`config.mk`:
```
export PLATFORM = sky130hd
export DESIGN_NAME = mux_rr_arbiter
export DESIGN_NICKNAME = d
export VERILOG_FILES = /design/src/rtl/mux_rr_arbiter.sv
export SDC_FILE = /design/constraint.sdc
export NUM_CORES = 1
export LEC_CHECK = 0
export ABC_AREA = 1
export BUFFER_PORTS_ARGS = -buffer_cell sky130_fd_sc_hd__buf_2
export CORE_AREA = 2 2 60 62
export CTS_CLUSTER_DIAMETER = 80
export CTS_CLUSTER_SIZE = 8
export DETAILED_ROUTE_END_ITERATION = 8
export DIE_AREA = 0 0 62 64
export PLACE_DENSITY = 0.66
export SLEW_MARGIN = 20
export SYNTH_ARGS = -nofsm -noshare
export SYNTH_HDL_FRONTEND = slang
export SYNTH_SLANG_ARGS = --single-unit
```
`constraint.sdc`:
```
create_clock -name clk -period 1.23 [get_ports clk]
set_input_delay 0.123 -clock clk [delete_from_list [all_inputs] [get_ports clk]]
set_output_delay 0.123 -clock clk [all_outputs]
set_load 0.005 [all_outputs]
```
`src/rtl/mux_rr_arbiter.sv`:
```
// Round-robin arbiter for two bursting requesters sharing a 2:1 mux channel.
// Grant is held for a whole burst; the muxed beat is captured in one output register.
module mux_rr_arbiter #(
  parameter int WIDTH = 8,
  parameter int CNT_W = 8
) (
  input  logic             clk,
  input  logic             reset,
  input  logic             in0_valid,
  input  logic [WIDTH-1:0] in0_data,
  input  logic             in0_last,
  output logic             in0_ready,
  input  logic             in1_valid,
  input  logic [WIDTH-1:0] in1_data,
  input  logic             in1_last,
  output logic             in1_ready,
  output logic             out_valid,
  output logic [WIDTH-1:0] out_data,
  output logic             out_last,
  input  logic             out_ready,
  output logic             select,
  output logic             busy,
  output logic [CNT_W-1:0] beat_cnt
);

  typedef enum logic [1:0] {
    IDLE   = 2'd0,
    GRANT0 = 2'd1,
    GRANT1 = 2'd2
  } state_e;

  localparam logic [CNT_W-1:0] CNT_ONE = {{(CNT_W-1){1'b0}}, 1'b1};

  state_e             state_q, state_d;
  logic               prio_q, prio_d;
  logic               sel_q, sel_d;
  logic [CNT_W-1:0]   cnt_q, cnt_d;
  logic               ov_q, ov_d;
  logic [WIDTH-1:0]   data_q, data_d;
  logic               last_q, last_d;

  logic               take;
  logic               rdy0, rdy1;
  logic               acc0, acc1, acc;
  logic [WIDTH-1:0]   acc_data;
  logic               acc_last;

  // The output register can accept a beat when empty or draining this cycle.
  assign take = !ov_q || out_ready;
  assign rdy0 = (state_q == GRANT0) && take;
  assign rdy1 = (state_q == GRANT1) && take;
  assign acc0 = in0_valid && rdy0;
  assign acc1 = in1_valid && rdy1;
  assign acc  = acc0 || acc1;

  assign acc_data = acc1 ? in1_data : in0_data;
  assign acc_last = acc1 ? in1_last : in0_last;

  always_comb begin
    state_d = state_q;
    prio_d  = prio_q;
    sel_d   = sel_q;
    cnt_d   = cnt_q;
    unique case (state_q)
      IDLE: begin
        if (in0_valid && (!in1_valid || !prio_q)) begin
          state_d = GRANT0;
          sel_d   = 1'b0;
          cnt_d   = '0;
        end else if (in1_valid) begin
          state_d = GRANT1;
          sel_d   = 1'b1;
          cnt_d   = '0;
        end
      end
      GRANT0: begin
        if (acc0 && in0_last) begin
          state_d = IDLE;
          prio_d  = 1'b1;
        end
      end
      GRANT1: begin
        if (acc1 && in1_last) begin
          state_d = IDLE;
          prio_d  = 1'b0;
        end
      end
      default: state_d = IDLE;
    endcase
    // acc is never set in IDLE, so this cannot collide with the grant-time clear.
    if (acc && (cnt_q != '1)) begin
      cnt_d = cnt_q + CNT_ONE;
    end
  end

  always_comb begin
    ov_d   = ov_q;
    data_d = data_q;
    last_d = last_q;
    if (acc) begin
      ov_d   = 1'b1;
      data_d = acc_data;
      last_d = acc_last;
    end else if (ov_q && out_ready) begin
      ov_d = 1'b0;
    end
  end

  always_ff @(posedge clk or posedge reset) begin
    if (reset) begin
      state_q <= IDLE;
      prio_q  <= 1'b0;
      sel_q   <= 1'b0;
      cnt_q   <= '0;
      ov_q    <= 1'b0;
      data_q  <= '0;
      last_q  <= 1'b0;
    end else begin
      state_q <= state_d;
      prio_q  <= prio_d;
      sel_q   <= sel_d;
      cnt_q   <= cnt_d;
      ov_q    <= ov_d;
      data_q  <= data_d;
      last_q  <= last_d;
    end
  end

  assign in0_ready = rdy0;
  assign in1_ready = rdy1;
  assign out_valid = ov_q;
  assign out_data  = data_q;
  assign out_last  = last_q;
  assign select    = sel_q;
  assign busy      = (state_q != IDLE);
  assign beat_cnt  = cnt_q;

endmodule

```
Yosys cells after proc, flatten, opt, wreduce, memory -nomap -nowiden --
Index checks and enable logic that the tools add are counted.
Storage, ports and cells: register bits 22, logic and storage cells 58
Cells by class: $add $sub $neg 1, eq/ne operators 6, muxes and demuxes 18, reduce and logical (&&, ||, !) cells 26
Operators by type and width (count):
- $mux 8 | 5
- $reduce_bool 2->1 | 5
- $logic_and 1x1->1 | 9
- $add 8x1->8 const B | 1
- $mux 2 | 4
- $ne 8x8->1 const B | 1
- $mux 1 | 7
- $pmux 2 s3 | 1
- $reduce_and 3->1 | 2
- $ne 2x1->1 const B | 2
- $reduce_and 2->1 | 2
- $logic_not 1->1 | 3
- $logic_or 1x1->1 | 3
- $ne 3x3->1 const B | 1
- $reduce_bool 3->1 | 1
- $eq 2x1->1 const B | 1
- $eq 2x2->1 const B | 1
- $logic_not 2->1 | 1
- $pmux 1 s2 | 1

Longest topological paths before layout --
word-level depth 8, gate-level depth with buffers 8, depth with buffers taken out 8

Worst setup path before layout --
Ideal clock, no wire load.
kind reg2reg, from reg cnt_q[0], in the netlist beat_cnt[0], to reg cnt_q[0], in the netlist beat_cnt[0], setup time 118 ps, arrival 1194 ps, data required time 1112 ps, path slack -82 ps, stages on the path, launching flop included 9, buffers on the path 0, period minus slack after synthesis 1312 ps, path through dfrtp_1 > ha_1 > nand3_1 > inv_1 > nand3_1 > nand2_4 > clkinv_2 > nand2_1 > nand2_1
Between the ends: word-level cells in the longest chain between the ends 4, elaborated cells on any way between the ends 7
RTL lines:
- start: declaration | line 37 | logic [CNT_W-1:0] cnt_q, cnt_d;
- start signal: assignment | line 122 | cnt_q <= cnt_d;
- parallel branches: the longest is 4 deep, another holds $add 8x1->8
Parallel ways; which one is timed is not known. A chain may end at the register's enable or synchronous reset.

Worst setup path in the final report --
from reg cnt_q[0], in the netlist beat_cnt[0], to reg cnt_q[1], in the netlist beat_cnt[1]
The elaborated chain is that of the path after synthesis.

==> out/results.txt <==
Hpwl dp - 2187 um
Hold/Removal Path Class - input port to flip-flop
Clock sinks - 22
Boundary pin count - 45
Commonest non-fill, non-tap cell in the layout - nand2_1
Clock slew at reported path FFs - 110 ps
Inst Count DP - 271
Die span in x - 62 um
Layout cells sized above 1 - 45.26%
CP Launch Type - flip-flop
Pwr per Cell Area - 1828 mW/mm^2
Gr usage total - 16.26%
Final count of negative-setup-slack endpoints - 8
Number of global-route vias before repair - 1189
Area grow syn2layout - 42.84%
Yosys warns - 0
Critical path capture point type - flip-flop
Area of the mapped netlist - 0.001259 sq mm
Crit path time final - 1261 ps
Drt drc - 0
Register area share after synthesis - 43.74%
Status - complete, but fails checks
Final WS setup - -30.88 ps
# rows - 21
Req. time, crit path - 1430 ps
Leak - 1.018 nW
Setup WS pre-CTS - -67.75 ps
Mean Syn Cell Area - 7.404 sq um
#FFs+latches synth - 22
Post-synth net total - 194
Crit path DAT - 1460 ps
Worst-case clock skew - 4.595 ps
Synth Instances - 170
Max-cap violation count - 0
Tcrit/Tclk final - 102.5%
Critical Path Fanout Max - 5
Num CTS Buffers - 3
CORE AREA - 0.003284 sq mm
Final core utilization - 54.74%
H-tree depth - 1
Routed length per instance - 10.44 um
Nets - 258
Final Hold Vio Count - 0
Vias/cell - 4.518
Final std cells w/o fill - 278
Rel. slew slack - 81.09%
Clk root buf - clkbuf_4
Initial DRC count - 42
Via Count - 1256
Initial antenna violation count - 0
Yosys cell types - 24
IO buf count - 44
DRT Wirelength - 2903 um
Critical path type - flip-flop to flip-flop
GP Congestion - 0.8392
RSZ-0062 raised after global routing - yes
Clk buf depth - 2
IR Drop Worst-Case VDD - 1.004 mV
Total die area - 0.003968 sq mm
Die height - 64 um
Starting density of the core - 38.32%
Largest net degree at the start of global routing - 23
First-pass GRT wire length - 4878 um
Worst Max-Slew Pin Slew - 283.7 ps
Max-slew violation count - 0
CTS tree - built
Diode count - 0
Most frequent cells in the layout - nand2_1, buf_2, inv_1
Global route overflow - 0
DRT Pass-1 Iters - 4
Failing checks - setup timing
Clock latency on the worst-skew pair - 300 ps
Fillers - 328
Post-DRT Antenna Nets - 0
Fmax - 793.1 MHz
==> final cells by class <==
type	instances	area (sq um)	area share [%]
repair buffers	61	382.9	21.29
inverters	28	115.1	6.402
clock buffers	3	22.52	1.253
multi-input cells	118	666.9	37.09
well taps	46	57.56	3.201
flip-flops and latches	22	553.0	30.76
==> stage by stage <==
stage	setup TNS [ps]	hold WS, ps	power [mW]	area, sq um
6_report	-193.3	71.97	3.287	1798
4_1_cts	-146.0	68.14	3.263	1755
3_3_place_gp	-395.3	175.3	2.740	1648
3_5_place_dp	-651.0	175.8	2.760	1648
2_1_floorplan	-40.28	112.2	2.116	1275
5_1_grt	-1479	63.57	3.566	1798
==> worst max-delay path, cell delays in order (launching register included) <==
cell,delay [ps]
dfrtp_1,370
ha_2,220
nand3_4,100
inv_2,90
nand3_4,80
nand2_4,120
clkinv_4,80
nand2_2,60
nand2_1,40
==> sequential cells by signal, indices dropped and copies added, names as in the netlist <==
register and flops:
out_last 1, prio_q 1, out_data 8, state_q 2, out_valid 1, select 1, beat_cnt 8
==> layer usage <==
metal,vias to the layer above,global-route usage (%),part of all wire [%]
met1,569,21.33,44
li1,648,-,-
met3,4,3.644,5.9
met2,35,26.17,49
met5,-,0,0
met4,0,4.787,1.1
==> cell usage after synthesis <==
master    instances  area share (%)
dfrtp_1          22              44
nand4_1           2            0.99
nand2_1          60              18
o21ai_0           3             1.2
inv_1            26             7.8
nor3_1            2            0.80
nand3b_1          2             1.2
nand3_4           1             1.4
clkbuf_1          1            0.30
o21ai_1           2            0.80
buf_6             1            0.89
inv_2             1            0.30
nand2_4           2             1.8
nor2_1           13             3.9
o21bai_1          1            0.60
nand2_2           5             2.5
a21oi_1           1            0.40
xor2_1            1            0.70
ha_1              1            0.99
o21ai_2           5             3.5
buf_12            1             1.6
nor2_2            1            0.50
nand3_1          15             6.0
clkinv_2          1            0.40
==> cell families (layout without fill, tap and decap cells) <==
logic type,count (synthesis),after routing,synth area share [%]
flops,22,22,43.74
xor+xnor,1,1,0.6960
fa+ha+maj,1,1,0.9939
compound gates,12,12,6.461
buf+inv,31,92,11.23
simple gates,103,104,36.88
==> report_power, final <==
group	total, mW	leakage (nW)	internal [mW]	switching (mW)
Combinational	1.79	0.723	0.826	0.964
Sequential	1.18	0.281	0.988	0.193
Clock	0.315	0.0138	0.114	0.201
Total	3.29	1.02	1.93	1.36
==> what timing repair did <==
| action | CTS | global route |
|---|---|---|
| setup endpoints to repair | 19 | 21 |
| hold buffers | 1 | 0 |
| gates cloned | 1 | 0 |
| setup buffers | 1 | 1 |
| hold endpoints to repair | 22 | 0 |
| pin swaps | 5 | 6 |
| resized for setup | 20 | 12 |
==> path summary, 6_finish.rpt <==
kind	from	end	slack, ps	cells after the start
setup / recovery	beat_cnt[0]$_DFFE_PP0P_	beat_cnt[1]$_DFFE_PP0P_	-30	8
hold / removal	in1_data[2]	out_data[2]$_DFFE_PP0P_	70	3
setup reg to reg	beat_cnt[0]$_DFFE_PP0P_	beat_cnt[1]$_DFFE_PP0P_	-30	8
hold reg to reg	out_data[7]$_DFFE_PP0P_	out_data[7]$_DFFE_PP0P_	490	2
max in group asynchronous	reset	state_q[1]$_DFFE_PP0P_	610	4
min in group asynchronous	reset	beat_cnt[5]$_DFFE_PP0P_	380	4
No activity file was read; power rests on OpenSTA's default activity.
